## src/rtl/fetch_pkg.sv

```systemverilog
// Shared types and constants for the instruction fetch unit: state encoding,
// instruction length field location and the length decode helper.
package fetch_pkg;

  localparam int BYTE_W          = 8;
  localparam int LEN_FIELD_MSB   = 7;
  localparam int LEN_FIELD_LSB   = 6;
  localparam int MAX_INSTR_BYTES = 3;

  typedef enum logic [2:0] {
    S_CLEAR,
    S_REQ,
    S_PUSH,
    S_WAIT,
    S_ERR
  } state_t;

  // Length field 0..3 maps to 1..3 bytes; field value 3 saturates to 3.
  function automatic logic [1:0] instr_len(input logic [BYTE_W-1:0] byte0);
    logic [2:0] raw;
    raw = {1'b0, byte0[LEN_FIELD_MSB:LEN_FIELD_LSB]} + 3'd1;
    if (raw > 3'(MAX_INSTR_BYTES)) begin
      raw = 3'(MAX_INSTR_BYTES);
    end
    return raw[1:0];
  endfunction

endpackage

```

## src/rtl/fetch_watchdog.sv

```systemverilog
// Cycle counter that flags expiry on the LIMIT-th consecutive enabled cycle.
// Used by instruction_fetch only when FETCH_TIMEOUT_EN is defined.
module fetch_watchdog #(
  parameter int LIMIT = 15
) (
  input  logic clk,
  input  logic rst,
  input  logic clr,
  input  logic en,
  output logic expired
);

  localparam int CNT_W = $clog2(LIMIT + 1);

  logic [CNT_W-1:0] cnt_q, cnt_d;

  assign expired = en && (cnt_q == CNT_W'(LIMIT - 1));

  always_comb begin
    cnt_d = cnt_q;
    if (clr) begin
      cnt_d = '0;
    end else if (en && !expired) begin
      cnt_d = cnt_q + 1'b1;
    end
  end

  always_ff @(posedge clk) begin
    if (rst) begin
      cnt_q <= '0;
    end else begin
      cnt_q <= cnt_d;
    end
  end

endmodule

```

## src/rtl/instruction_fetch.sv

```systemverilog
// Fetches 1-3 byte instructions over a req/ack byte memory and streams them
// into the instruction register. Define FETCH_TIMEOUT_EN for the ack watchdog.
module instruction_fetch
  import fetch_pkg::*;
#(
  parameter int                ADDR_W      = 16,
  parameter logic [ADDR_W-1:0] RESET_PC    = '0,
  parameter int                TIMEOUT_CYC = 15
) (
  input  logic              clk,
  input  logic              rst,
  output logic              mem_req,
  output logic [ADDR_W-1:0] mem_addr,
  input  logic              mem_ack,
  input  logic [7:0]        mem_rdata,
  output logic              ir_clr,
  output logic              ir_en,
  output logic [7:0]        ir_wrd,
  output logic              instr_valid,
  input  logic              exec_done,
  input  logic              jump_en,
  input  logic [ADDR_W-1:0] jump_addr,
  output logic [ADDR_W-1:0] pc,
  output logic              fetch_err
);

  state_t            state_q, state_d;
  logic [ADDR_W-1:0] pc_q, pc_d;
  logic [1:0]        byte_cnt_q, byte_cnt_d;
  logic [1:0]        len_q, len_d;
  logic [7:0]        ir_wrd_q, ir_wrd_d;
  logic              mem_req_q, mem_req_d;
  logic              ir_en_q, ir_en_d;
  logic              instr_valid_q, instr_valid_d;
  logic              fetch_err_q, fetch_err_d;

`ifdef FETCH_TIMEOUT_EN
  logic wd_expired;

  fetch_watchdog #(.LIMIT(TIMEOUT_CYC)) u_watchdog (
    .clk     (clk),
    .rst     (rst),
    .clr     (state_q != S_REQ),
    .en      (state_q == S_REQ),
    .expired (wd_expired)
  );
`endif

  always_comb begin
    state_d     = state_q;
    pc_d        = pc_q;
    byte_cnt_d  = byte_cnt_q;
    len_d       = len_q;
    ir_wrd_d    = ir_wrd_q;
    fetch_err_d = fetch_err_q;
    case (state_q)
      S_CLEAR: begin
        byte_cnt_d = '0;
        state_d    = S_REQ;
      end
      S_REQ: begin
        // An ack in the expiry cycle still wins over the timeout.
        if (mem_ack) begin
          ir_wrd_d   = mem_rdata;
          pc_d       = pc_q + 1'b1;
          byte_cnt_d = byte_cnt_q + 2'd1;
          if (byte_cnt_q == 2'd0) begin
            len_d = instr_len(mem_rdata);
          end
          state_d = S_PUSH;
        end
`ifdef FETCH_TIMEOUT_EN
        else if (wd_expired) begin
          fetch_err_d = 1'b1;
          state_d     = S_ERR;
        end
`endif
      end
      S_PUSH: begin
        state_d = (byte_cnt_q == len_q) ? S_WAIT : S_REQ;
      end
      S_WAIT: begin
        if (exec_done) begin
          if (jump_en) begin
            pc_d = jump_addr;
          end
          state_d = S_CLEAR;
        end
      end
`ifdef FETCH_TIMEOUT_EN
      S_ERR: begin
        state_d = S_ERR;
      end
`endif
      default: begin
        state_d = S_CLEAR;
      end
    endcase

    mem_req_d     = (state_d == S_REQ);
    ir_en_d       = (state_d == S_PUSH);
    instr_valid_d = (state_d == S_WAIT);
  end

  always_ff @(posedge clk) begin
    if (rst) begin
      state_q       <= S_CLEAR;
      pc_q          <= RESET_PC;
      byte_cnt_q    <= '0;
      len_q         <= '0;
      ir_wrd_q      <= '0;
      mem_req_q     <= 1'b0;
      ir_en_q       <= 1'b0;
      instr_valid_q <= 1'b0;
      fetch_err_q   <= 1'b0;
    end else begin
      state_q       <= state_d;
      pc_q          <= pc_d;
      byte_cnt_q    <= byte_cnt_d;
      len_q         <= len_d;
      ir_wrd_q      <= ir_wrd_d;
      mem_req_q     <= mem_req_d;
      ir_en_q       <= ir_en_d;
      instr_valid_q <= instr_valid_d;
      fetch_err_q   <= fetch_err_d;
    end
  end

  assign ir_clr      = (state_q == S_CLEAR);
  assign mem_req     = mem_req_q;
  assign mem_addr    = pc_q;
  assign pc          = pc_q;
  assign ir_en       = ir_en_q;
  assign ir_wrd      = ir_wrd_q;
  assign instr_valid = instr_valid_q;
  assign fetch_err   = fetch_err_q;

endmodule
```

## config.mk

```make
export PLATFORM = sky130hd
export DESIGN_NAME = instruction_fetch
export DESIGN_NICKNAME = d
export VERILOG_FILES = /design/src/rtl/fetch_pkg.sv /design/src/rtl/fetch_watchdog.sv /design/src/rtl/instruction_fetch.sv
export SDC_FILE = /design/constraint.sdc
export NUM_CORES = 1
export LEC_CHECK = 0
export CAP_MARGIN = 10
export CELL_PAD_IN_SITES_DETAIL_PLACEMENT = 2
export CELL_PAD_IN_SITES_GLOBAL_PLACEMENT = 2
export CORE_UTILIZATION = 24
export CTS_BUF_LIST = sky130_fd_sc_hd__clkbuf_4 sky130_fd_sc_hd__clkbuf_8
export DETAILED_ROUTE_END_ITERATION = 8
export GPL_ROUTABILITY_DRIVEN = 0
export PLACE_DENSITY_LB_ADDON = 0.3
export SLEW_MARGIN = 25
export SYNTH_ARGS = -nofsm -noshare
export SYNTH_HDL_FRONTEND = slang
export SYNTH_SLANG_ARGS = --single-unit
```

## constraint.sdc

```tcl
create_clock -name clk -period 1.7 [get_ports clk]
set_clock_uncertainty 0.05 [all_clocks]
set_input_delay 0.425 -clock clk [delete_from_list [all_inputs] [get_ports clk]]
set_output_delay 0.425 -clock clk [all_outputs]
set_load 0.01 [all_outputs]
```

======== Word-level counts from Yosys, hierarchy flattened ========
Cells that the tools add are included.
cells by class
  order comparisons ....................... 1
  mux-type cells .......................... 11
  reduce and logical (&&, ||, !) cells .... 8
  add/subtract/negate cells ............... 3
  eq/ne operators ......................... 10
operators with widths
  cell                                                                              number
  16-bit 2-to-1 mux                                                                 3
  16-bit case mux with 2 select lines                                               1
  16-bit by 1-bit adder with 16-bit output (second input constant)                  1
  3-bit by 2-bit equality test with 1-bit output (second input constant)            4
  3-bit case mux with 4 select lines                                                1
  3-bit by 1-bit equality test with 1-bit output (second input constant)            2
  2-bit 2-to-1 mux                                                                  3
  3-bit 2-to-1 mux                                                                  2
  2-bit != test (second input constant)                                             3
  2-bit case mux with 2 select lines                                                1
  2-bit AND reduction                                                               2
  4-bit AND reduction                                                               1
  2-bit nonzero test                                                                2
  2-bit by 1-bit adder with 3-bit output (second input constant)                    1
  3-bit by 2-bit greater-than comparator with 1-bit output (second input constant)  1
  3-bit logical NOT                                                                 1
  3-bit AND reduction                                                               1
  2-bit by 1-bit adder with 2-bit output (second input constant)                    1
  2-bit equality test                                                               1
  2-bit logical NOT                                                                 1
word-level totals
  output and inout port bits .............. 45
  input port bits ......................... 29
  register bits after elaboration ......... 34

======== Logic depth before layout (Yosys ltp) ========
  depth in word-level cells ............... 4
  mapped depth ............................ 7
  gate-level depth less buffers ........... 5

======== Worst setup path before layout ========
No wires, ideal clock.
  path type ............................... reg-to-reg
  start point ............................. register pc_q[0], in the netlist mem_addr[0]
  end point ............................... register pc_q[10], in the netlist mem_addr[10]
  data required time ...................... 1,558 ps
  clock period less this slack ............ 1,634 ps
  buffers on the path ..................... 1
  arrival ................................. 1,492 ps
  setup slack ............................. 66 ps
  cell stages (with the launch flop) ...... 7
  cells stage by stage .................... dfxtp_1 > ha_1 > and3_2 > clkbuf_1 > nand4_1 > o31a_1 > o32ai_1
between the ends
  cells in the longest elaborated chain, start to end .. 3
ends and longest elaborated chain
  item                                      RTL line                  RTL
  start, declared                           instruction_fetch.sv:28   logic [ADDR_W-1:0] pc_q, pc_d;
  start signal, assigned                    instruction_fetch.sv:118  pc_q <= pc_d;
  16-bit by 1-bit adder with 16-bit output  instruction_fetch.sv:65   pc_d = pc_q + 1'b1;
  16-bit 2-to-1 mux                         instruction_fetch.sv:63   if (mem_ack) begin
  16-bit case mux with 2 select lines       instruction_fetch.sv:56   case (state_q)
No other way between the ends. The select of a mux whose other input is x is not followed.
A chain may end at the register's enable or synchronous reset.

======== Final worst setup path ========
  start point ............................. register ir_wrd_q[1], in the netlist ir_wrd[1]
  end point ............................... output port ir_wrd[1]
RTL lines
  item                    RTL line                  RTL
  start, declared         instruction_fetch.sv:31   logic [7:0] ir_wrd_q, ir_wrd_d;
  start signal, assigned  instruction_fetch.sv:121  ir_wrd_q <= ir_wrd_d;
  end, declared           instruction_fetch.sv:18   output logic [7:0] ir_wrd,
No word-level cell between the ends.

==> qor.yml <==
area_growth_pct: 52.7
p_leak_uw: 0.00132
ant_nets: 0
synth_edf_count: 0
hold_buffers: 0
r2r_setup_slack_ns: 0.12
fin_cells: 420
setup_viol: 0
drt_first_pass_iters: 4
root_buffer: "clkbuf_8"
drive_gt1_frac: 0.195
critPathKind: "register to output pin"
outcome: "finished, final reports clean"
path_cells: "clkdlybuf4s50_1"
ys_seq_area_frac: 0.358
hp-class: "register to register"
row_count: 32
drtIter0Drc: 51
drc_errors: 0
final_cell_mix: "clkdlybuf4s50_1 (32), dlygate4sd2_1 (29), nand2_1 (27), buf_4 (27), a21oi_1 (23)"
clock-sinks: 34
synth_area_um2: 1900
powerDensity_nw_per_um2: 608
r2r_start: "mem_addr[3]"
cp_slowest_cell: "clkdlybuf4s50_1"
core_um2: 7690
track_usage: 0.164
cp.arrival_ns: 1.17
synthTopCellsByArea: "dfxtp_1 (36%), buf_4 (7.5%), a21oi_1 (6.1%), o21ai_0 (5.8%), nand2_1 (5.3%)"
synth_ff_type: "dfxtp_1"
fillers: 899
ys_types: 42
setup_slack_ns: 0.0529
overflow: 0
ir_worst_vdd_uv: 344
rr_worst_depth: 5
wire_per_inst_um: 15.6
syn_inst: 245
pre_cts_slack_ns: -0.257
placed_cells: 411
clk_pin_slew_worst_paths_ns: 0.08
die_x_um: 91.0
hpwl_um: 4830
grt_max_degree: 20
die_y_um: 91.0
timing.final.crit_period_ns: 1.65
syn_area_per_cell_um2: 7.76
clk_latency_ns: 0.30
yosys_warnings: 0
path_buf_inv: 1
cp_data_required_time_ns: 1.22
multi_input_area_um2: 1000
start_util: 0.247
hold_violations: 0
dieArea_um2: 8280
rsz0062_at_grt: "true"
maxCapViolations: 0
port-buffer-count: 72
post-route-period-util: 0.969
cts_inserted_buffers: 5
cp_max_fo: 2
synth.top_cell.area_share: 0.358
via_per_inst: 4.80
fmax_mhz: 607
holdPathStages: 2
async_reset_ff_frac: 0
worstHoldStart: "ir_wrd[3]"
yosys.area.top_type: "dfxtp_1"
hold_end: "ir_wrd[3]"
grt_antenna_before_repair: 0
cts_buffer_depth: 2
diodes: 0
vias: 2018
reg2reg_to: "mem_addr[11]"
crit_family: "buffers and inverters"
cts_tree: "yes"
grt_pass1_wl_um: 10800
endpoint_kind: "output pin"
slowest_delay_ns: 0.53
mostFrequentLayoutCell: "clkdlybuf4s50_1"
regArea_um2: 708
synth-seq-cells: 34
grt_pass1_vias: 2124
maxSlewViolCount: 0
htreeDepth: 2
start_kind: "register"
totalWireLength_um: 6550
ios: 74
layout.nets: 348
[Yosys cell counts, types with 3 or more instances]
| master | number |
|---|---|
| dfxtp_1 | 34 |
| nand2_1 | 27 |
| a21oi_1 | 23 |
| o21ai_0 | 22 |
| buf_4 | 19 |
| nor2_1 | 15 |
| and2_1 | 9 |
| inv_1 | 9 |
| buf_2 | 8 |
| clkbuf_1 | 8 |
| nand4_1 | 6 |
| nor2b_1 | 6 |
| o31a_1 | 6 |
| nor3_1 | 5 |
| o32ai_1 | 5 |
| a311oi_1 | 3 |
| a31oi_1 | 3 |
| nand3_1 | 3 |
| nor4_1 | 3 |
[through the flow]
stage          area (um^2)  power [uW]  hold WS (ns)  setup TNS [ns]  utilization
2_1_floorplan         1900         898         0.431               0            -
3_5_place_dp          2740        1020         0.409           -5.06        0.356
6_report              2900        1760         0.414               0        0.378
4_1_cts               2850        1800         0.422               0        0.371
5_1_grt               2900        1850         0.436        -0.00977        0.378
3_3_place_gp          2740        1010         0.392           -3.31        0.356
[layer usage]
metal  vias up  GRT usage  share of wire
li1        990          -              -
met3         5     0.0394          0.043
met5         -          0              0
met1       977      0.192           0.43
met2        46      0.300           0.52
met4         0     0.0397         0.0090
[flip-flops by register name, indices dropped and copies added, names as in the netlist]
| name | flops |
|---|---|
| byte_cnt_q | 2 |
| instr_valid | 1 |
| ir_en | 1 |
| ir_wrd | 8 |
| len_q | 2 |
| mem_addr | 16 |
| mem_req | 1 |
| state_q | 3 |
[cell type report]
cell class              instances  area share
clock inverters                 3      0.0155
multi-input cells             168       0.346
well taps                     102      0.0440
repair buffers                 99       0.315
flip-flops and latches         34       0.244
clock buffers                   5      0.0237
inverters                       9      0.0116
[how the worst max path moves through the flow]
stage / startpoint / to / slack [ns] / cells past startpoint
detailed placement: mem_ack / mem_addr[1] / -0.26 / 6
CTS: mem_addr[11] / pc[11] / 0.004 / 1
global placement: mem_ack / mem_addr[0] / -0.20 / 6
floorplan: mem_addr[0] / mem_addr[10] / 0.07 / 6
finish: ir_wrd[1] / ir_wrd[1] / 0.05 / 1
global route: exec_done / mem_addr[7] / -0.009 / 5
[power breakdown]
part / switching [uW] / internal (uW)
clock: 338 / 436
sequential: 8.81 / 802
combinational: 74.5 / 104
[cells by family (layout without fill, tap and decap cells)]
logic type / count (synthesis) / in the layout / synth area share
AOI/OAI and AO/OA: 70 / 70 / 0.225
xor gates and xnor gates: 2 / 2 / 0.00922
adders and majority gates: 2 / 2 / 0.0132
buffers and inverters: 44 / 116 / 0.130
DFF: 34 / 34 / 0.358
other: 1 / 2 / 0.00197
and+or+nand+nor: 92 / 92 / 0.263
[timing repair]
action                                  CTS  global route
gates cloned                              0             0
setup buffers                             1             0
endpoints found under the setup margin   41            18
pin swaps                                 0             1
gates resized for setup                  48            16
(Power assumes the default switching activity.)
